File: config.mk
export PLATFORM = sky130hd
export DESIGN_NAME = memory_stage
export DESIGN_NICKNAME = d
export VERILOG_FILES = /design/src/rtl/memory_stage.sv
export SDC_FILE = /design/constraint.sdc
export NUM_CORES = 1
export LEC_CHECK = 0
export ABC_AREA = 1
export CORE_AREA = 2 2 123 125
export CTS_CLUSTER_SIZE = 20
export DETAILED_ROUTE_END_ITERATION = 8
export DIE_AREA = 0 0 125 127
export PLACE_DENSITY = 0.75
export RECOVER_POWER = 25
export SYNTH_ARGS = -nofsm -noshare
export SYNTH_HDL_FRONTEND = slang
export SYNTH_SLANG_ARGS = --single-unit
File: constraint.sdc
create_clock -name clk -period 3.1 [get_ports clk]
set_clock_uncertainty 0.1 [all_clocks]
set_input_delay 0.93 -clock clk [delete_from_list [all_inputs] [get_ports clk]]
set_output_delay 0.93 -clock clk [all_outputs]
set_load 0.005 [all_outputs]
File: src/rtl/memory_stage.sv
// MEM pipeline stage: issues load/store requests on the data-memory port, aligns and
// extends load data, and registers the write-back value into the MEM/WB register.
module memory_stage #(
    parameter int N = 32
) (
    input  logic         clk,
    input  logic         rst,
    input  logic         pipe_en,
    input  logic [6:0]   cwMEM,
    input  logic [N-1:0] ALUres,
    input  logic [N-1:0] Bout,
    input  logic [N-1:0] NPC4_IN,
    input  logic [N-1:0] Rdest_in,
    output logic [N-1:0] EXMEMfwd,
    output logic         stall_mem,
    output logic         dmem_req,
    output logic         dmem_we,
    output logic [N-1:0] dmem_addr,
    output logic [3:0]   dmem_be,
    output logic [N-1:0] dmem_wdata,
    input  logic         dmem_gnt,
    input  logic         dmem_rvalid,
    input  logic [N-1:0] dmem_rdata,
    output logic [N-1:0] WBdata,
    output logic [4:0]   WBrd,
    output logic         WBwe,
    output logic         misalign
);
    typedef enum logic [1:0] {IDLE, RESP, DONE} state_t;

    state_t       state_q, state_d;
    logic [N-1:0] wbdata_q, wbdata_d;
    logic [4:0]   wbrd_q, wbrd_d;
    logic         wbwe_q, wbwe_d;
    logic         mis_q, mis_d;

    logic         rf_we, mem_rd, mem_wr, uns, link;
    logic [1:0]   size, a;
    logic         is_mem, misal, access;
    logic [N-1:0] rshift, ld_data;
    logic         req, stall, complete, capture;
    logic         unused_ok;

    assign rf_we  = cwMEM[6];
    assign mem_rd = cwMEM[5];
    assign mem_wr = cwMEM[4];
    assign size   = cwMEM[3:2];
    assign uns    = cwMEM[1];
    assign link   = cwMEM[0];
    assign a      = ALUres[1:0];

    assign is_mem = mem_rd | mem_wr;
    assign misal  = is_mem & (((size == 2'b01) & a[0]) | (size[1] & (a != 2'b00)));
    assign access = is_mem & ~misal;

    assign EXMEMfwd  = link ? NPC4_IN : ALUres;
    assign dmem_we   = mem_wr;
    assign dmem_addr = {ALUres[N-1:2], 2'b00};
    assign unused_ok = ^Rdest_in[N-1:5];

    always_comb begin
        dmem_be    = 4'b1111;
        dmem_wdata = Bout;
        case (size)
            2'b00: begin
                dmem_be    = 4'b0001 << a;
                dmem_wdata = {(N/8){Bout[7:0]}};
            end
            2'b01: begin
                dmem_be    = 4'b0011 << a;
                dmem_wdata = {(N/16){Bout[15:0]}};
            end
            default: ;
        endcase
    end

    // Shift the addressed lane down to bit 0, then extend to the full word.
    always_comb begin
        rshift  = dmem_rdata >> {a, 3'b000};
        ld_data = dmem_rdata;
        case (size)
            2'b00:   ld_data = uns ? {{(N-8){1'b0}}, rshift[7:0]}
                               : {{(N-8){rshift[7]}}, rshift[7:0]};
            2'b01:   ld_data = uns ? {{(N-16){1'b0}}, rshift[15:0]}
                               : {{(N-16){rshift[15]}}, rshift[15:0]};
            default: ;
        endcase
    end

    always_comb begin
        state_d  = state_q;
        req      = 1'b0;
        stall    = 1'b0;
        complete = 1'b0;
        capture  = 1'b0;
        case (state_q)
            IDLE: begin
                if (access) begin
                    req = 1'b1;
                    if (mem_wr && dmem_gnt) begin
                        complete = 1'b1;
                    end else begin
                        stall = 1'b1;
                        if (dmem_gnt) state_d = RESP;
                    end
                end else begin
                    capture = 1'b1;
                end
            end
            RESP: begin
                if (dmem_rvalid) complete = 1'b1;
                else             stall    = 1'b1;
            end
            DONE:    if (pipe_en) state_d = IDLE;
            default: state_d = IDLE;
        endcase
        // A finished access parks in DONE while the op is still held, so it is never re-issued.
        if (complete) begin
            capture = 1'b1;
            state_d = pipe_en ? IDLE : DONE;
        end
    end

    // Gated by reset so the request drops immediately, not at the next edge.
    assign dmem_req  = req & ~rst;
    assign stall_mem = stall & ~rst;

    always_comb begin
        wbwe_d   = 1'b0;
        mis_d    = 1'b0;
        wbdata_d = wbdata_q;
        wbrd_d   = wbrd_q;
        if (capture) begin
            wbwe_d   = rf_we & ~misal;
            mis_d    = misal;
            wbdata_d = mem_rd ? ld_data : (link ? NPC4_IN : ALUres);
            wbrd_d   = Rdest_in[4:0];
        end
    end

    always_ff @(posedge clk or posedge rst) begin
        if (rst) begin
            state_q  <= IDLE;
            wbdata_q <= '0;
            wbrd_q   <= '0;
            wbwe_q   <= 1'b0;
            mis_q    <= 1'b0;
        end else begin
            state_q  <= state_d;
            wbdata_q <= wbdata_d;
            wbrd_q   <= wbrd_d;
            wbwe_q   <= wbwe_d;
            mis_q    <= mis_d;
        end
    end

    assign WBdata   = wbdata_q;
    assign WBrd     = wbrd_q;
    assign WBwe     = wbwe_q;
    assign misalign = mis_q;
endmodule

==> results of run 1 <==
## worst max-delay path, delay by kind of cell
kind	cells	cell delay, ns
simple gates	2	0.13
buf+inv	2	0.98
## stage by stage
step	hold slack (ns)	TNS, ns	area, um2	std cells
6_report	0.403	0	7400	1142
2_1_floorplan	0.399	0	3820	656
4_1_cts	0.409	0	7290	1140
5_1_grt	0.418	0	7400	1141
3_5_place_dp	0.392	-11.69	7090	1127
3_3_place_gp	0.389	-10.91	7090	1127
## registers in the layout, indices dropped and copies added (netlist names)
register  cells
WBwe          1
misalign      1
WBdata       32
WBrd          5
state_q       2
## cells in the mapped netlist (all sizes together)
master	count	share of area
nor3	1	0.0013
nand3b	3	0.0059
dfrtp	41	0.27
a21oi	33	0.043
inv	37	0.036
o211ai	3	0.0059
buf	51	0.10
nor2	11	0.012
nor4	1	0.0016
conb	1	0.00098
clkbuf	30	0.030
nand3	132	0.18
nand4	2	0.0033
o21ai	26	0.034
mux2i	1	0.0026
nand2	282	0.28
## power breakdown
group / internal (W) / total, W / switching [W]
clock network: 0.000402 / 0.000626 / 0.000224
registers: 0.000730 / 0.000839 / 0.000110
logic: 0.000883 / 0.00157 / 0.000684
total: 0.00201 / 0.00303 / 0.00102
## cell type report
| class | instances | share of cell area |
|---|---|---|
| multi-input cells | 497 | 0.298 |
| flip-flops and latches | 41 | 0.139 |
| inverters | 37 | 0.0188 |
| clock buffers | 6 | 0.0188 |
| well taps | 184 | 0.0311 |
| diodes | 1 | 0.000338 |
| repair buffers | 374 | 0.490 |
| clock inverters | 2 | 0.00507 |
## metal layers
layer / GRT usage / vias to the layer above / wire length, um
met2: 0.370 / 224 / 8840
met3: 0.0486 / 22 / 1340
met1: 0.289 / 2417 / 7750
met5: 0 / - / 0
met4: 0.0516 / 0 / 323
li1: - / 2677 / -
## what timing repair did
| action | CTS | global route |
|---|---|---|
| gates resized for setup | 63 | 43 |
| setup endpoints to repair | 43 | 32 |
| pin swaps | 3 | 6 |
| setup buffers | 5 | 1 |
## path summary, 6_finish.rpt
| kind | end | slack, ns | cells past startpoint |
|---|---|---|---|
| hold / removal | WBdata[10]$_DFFE_PP0P_ | 0.40 | 2 |
| hold reg to reg | WBdata[10]$_DFFE_PP0P_ | 0.40 | 2 |
| max in group asynchronous | WBdata[30]$_DFFE_PP0P_ | 0.45 | 4 |
| setup / recovery | EXMEMfwd[13] | 0.02 | 4 |
| setup reg to reg | WBdata[24]$_DFFE_PP0P_ | 1.43 | 7 |
| min in group asynchronous | state_q[1]$_DFFE_PP0P_ | 1.29 | 3 |
## cell families after synthesis
kind of cell    Yosys count
compound gates           62
buf+inv                 118
flops                    41
mux                       1
other cells               1
simple gates            432
==> impl_metrics.toml, run 1 <==
[synth]
synth_xor_area_frac = 0
ys_seq_area_frac = 0.269
synth_top_family_by_area = "simple AND/OR/NAND/NOR gates"
synth_adder_area_share = 0
syn_area_um2 = 3810
muxShareOfSynthArea = 0.00262
ys_ff_latch = 41
yosys.area_share.simple = 0.478
yosysWarnings = 0
synth-compound-area-share = 0.0833
synth.distinct_cells = 22
avgSynthCellArea_um2 = 5.82
syn_inst = 655

[clocking]
clkTransAtPathRegs_ns = 0.06
tritoncts = "built"
h-tree-depth = 2
cts_root_buf = "clkbuf_16"
clk_latency_ns = 0.28
cts.sinks = 41
clockBufferDepth = 2
cts_inserted_buffers = 5
cts_hold_buf = 0

[routing]
wl_um = 18200
ant_nets = 0
routedWlPerCell_um = 16.0
routed_via_density = 4.68
dr.first_iter.drc_count = 345
firstDrtPassIters = 5
via_count = 5340
drc = 0

[timing]
fin_crit_ns = 3.08
rsz0062_at_grt = "no"
fmax_ghz = 0.324
slew_viol_final = 0
hold_viol = 0
setup_violations = 0
setup_slack_ns = 0.0158
slew_headroom = 0.521
period_share = 0.995
tightest_slew_ns = 0.718

[worst_setup_path]
cp.required_ns = 2.07
slowest_stage = "clkdlybuf4s50_1"
crit_fanout = 2
critical_path.max_stage_delay_ns = 0.50
startpoint = "ALUres[13]"
end_kind = "output pin"
timing.rr.start = "state_q[1]$_DFFE_PP0P_"
crit_type = "input pin to output pin"
cp_data_arrival_time_ns = 2.05
startpoint_type = "input pin"
crit_chain = "clkdlybuf4s50_1 > nand2_1 > nand2_1 > clkdlybuf4s50_1"

[power]
power.density_nw_per_um2 = 410
power.leakage_nw = 3.94
ir_drop_uv = 215
finalPower_w = 0.00303

[die]
die_y_um = 127
fp.dieW_um = 125
coreArea_um2 = 14400
num_io_pins = 314
start_util = 0.264
core.rowCount = 44
dieArea_um2 = 15900

[run]
drv_cap = 0

[placement]
portBuffers = 284
preCtsSetupSlack_ns = -0.578
place_congestion = 0.893
dp_hpwl_um = 14400

[layout]
final_core_util = 0.513
drive_gt1_frac = 0.135
register_area_um2 = 1030
fillers = 1429
fin_nets = 1128
multi_input_area_um2 = 2200
mostFrequentLayoutCells = "275 x nand2_1, 199 x clkdlybuf4s50_1, 130 x nand3_1"
layout_commonest_cell = "nand2_1"
areaGrowthSynthToFinish_pct = 94.1

[grt]
first_global_vias = 5131
track_usage = 0.220
antenna_found_initial = 2
grt_first_pass_wirelength_um = 28100
grt_max_degree = 65
grt_overflow = 0

[hold_path]
hold_path_class = "flop to flop"
hp-start = "WBdata[10]$_DFFE_PP0P_"

[outcome]
status = "finished clean"
Note: power is estimated with default switching activity, not from simulation.
==> run 2, diff against run 1 <==
==> constraint.sdc (replaced) <==
create_clock -name clk -period 3.1 [get_ports clk]
set_clock_uncertainty 0.1 [all_clocks]
set_input_delay 0.93 -clock clk [delete_from_list [all_inputs] [get_ports clk]]
set_output_delay 0.93 -clock clk [all_outputs]
set_load 0.01 [all_outputs]
==> run 2 against run 1 <==
- non-clock buffer count rose by 13
- die area did not move
- cell area fell by 0.49%
- worst hold slack got worse by 0.0026 ns
- combinational power rose by 6%
- critical endpoint is now dmem_addr[7]
==> impl_metrics.toml, run 2 (same netlist as run 1, synthesis figures left out) <==
[layout]
mostFrequentLayoutCells = "281 x nand2_1, 194 x clkdlybuf4s50_1, 130 x nand3_1"
final_core_util = 0.511
layout_commonest_cell = "nand2_1"
fin_nets = 1141
fillers = 1457
drive_gt1_frac = 0.138
largest_reg_flops = 32
stdcell_area_um2 = 7370
areaGrowthSynthToFinish_pct = 93.1

[grt]
grt_max_degree = 65
grt_overflow = 0
track_usage = 0.218
grt_first_pass_wirelength_um = 28100
first_global_vias = 5350
antenna_found_initial = 1

[clocking]
cts_hold_buf = 0
cts_inserted_buffers = 5
h-tree-depth = 2
tritoncts = "built"
cts_root_buf = "clkbuf_16"
clockBufferDepth = 2
clkTransAtPathRegs_ns = 0.06
cts.sinks = 41
clk_latency_ns = 0.28

[die]
coreArea_um2 = 14400
fp.dieW_um = 125
num_io_pins = 314
die_y_um = 127
dieArea_um2 = 15900
start_util = 0.264
core.rowCount = 44

[worst_setup_path]
slowest_stage = "clkdlybuf4s50_1"
end_kind = "output pin"
cp.required_ns = 2.07
crit_chain = "clkdlybuf4s50_1 > buf_4 > clkdlybuf4s50_1"
crit_type = "input pin to output pin"
crit_fanout = 2
critical_path.max_stage_delay_ns = 0.52
cp_common_cell = "clkdlybuf4s50_1"
cp_data_arrival_time_ns = 2.05
startpoint_type = "input pin"

[routing]
dr.first_iter.drc_count = 293
firstDrtPassIters = 5
via_count = 5418
wl_um = 17900
routedWlPerCell_um = 15.5
drc = 0
ant_nets = 0
routed_via_density = 4.69

[timing]
setup_slack_ns = 0.0207
setup_violations = 0
slew_viol_final = 0
holdWs_ns = 0.401
final.setup.tns_ns = 0
hold_viol = 0
tightest_slew_ns = 1.07
rsz0062_at_grt = "no"
slew_headroom = 0.287
period_share = 0.993
fin_crit_ns = 3.08
fmax_ghz = 0.325

[placement]
preCtsSetupSlack_ns = -0.614
place_congestion = 0.906
dp_hpwl_um = 14300
placed_cell_area_um2 = 7220
portBuffers = 284

[power]
power.density_nw_per_um2 = 423
ir_drop_uv = 254
power.leakage_nw = 3.77

[hold_path]
hold_path_class = "flop to flop"

[run]
drv_cap = 0

[outcome]
status = "finished clean"
==> run 2: cell count changes in the layout (fill, tap and decap cells not counted), sizes merged, moves of 4 or more <==
cell | previous run | this run
buf | 92 | 106
clkdlybuf4s15 | 0 | 4
clkdlybuf4s50 | 199 | 194
dlygate4sd2 | 35 | 63
dlymetal6s2s | 30 | 4
==> run 2: report_power, final <==
part           switching [W]  leakage, nW  internal (W)
registers           0.000108        0.506      0.000730
clock network       0.000209       0.0841      0.000403
logic               0.000791         3.18      0.000878
==> run 2: what timing repair did <==
action,CTS,global route
gates cloned,0,0
resized for setup,100,6
endpoints found under the setup margin,68,9
hold endpoints to repair,0,0
pin swaps,1,1
setup buffers,2,0
==> run 2: metal layers <==
metal | wire length, um | share of wire | GRT usage
met4 | 427 | 0.024 | 0.0536
met1 | 7580 | 0.42 | 0.277
met2 | 8600 | 0.48 | 0.380
met3 | 1270 | 0.071 | 0.0452
met5 | 0 | 0 | 0
==> run 2: layout make-up <==
class	instances	area, um2	share of cell area
timing repair buffer	387	3610	0.490
clock buffer	7	143	0.0194
clock inverter	1	30.0	0.00408
inverter	37	139	0.0189
tap	184	230	0.0313
multi-input combinational	497	2180	0.296
sequential	41	1030	0.139
antenna	1	2.50	0.000340
==> run 2: worst paths after layout <==
| check | from | endpoint | slack, ns | depth (start not counted) |
|---|---|---|---|---|
| min reg2reg | WBdata[24]$_DFFE_PP0P_ | WBdata[24]$_DFFE_PP0P_ | 0.40 | 2 |
| max | ALUres[7] | dmem_addr[7] | 0.02 | 3 |
| min | WBdata[24]$_DFFE_PP0P_ | WBdata[24]$_DFFE_PP0P_ | 0.40 | 2 |
| max reg2reg | state_q[1]$_DFFE_PP0P_ | WBdata[16]$_DFFE_PP0P_ | 1.50 | 7 |
| max in group asynchronous | rst | WBdata[14]$_DFFE_PP0P_ | 0.73 | 4 |
| min in group asynchronous | rst | state_q[1]$_DFFE_PP0P_ | 1.51 | 4 |
==> run 2: metrics by stage <==
step / std cells / total power, W
floorplan: 656 / 0.00156
global placement: 1144 / 0.00256
detailed placement: 1144 / 0.00259
CTS: 1154 / 0.00318
global route: 1155 / 0.00333
finish: 1155 / 0.00312
==> run 2: critical path: cells and delay by family <==
family / cells / cell delay [ns]
buffers and inverters: 3 / 1.12
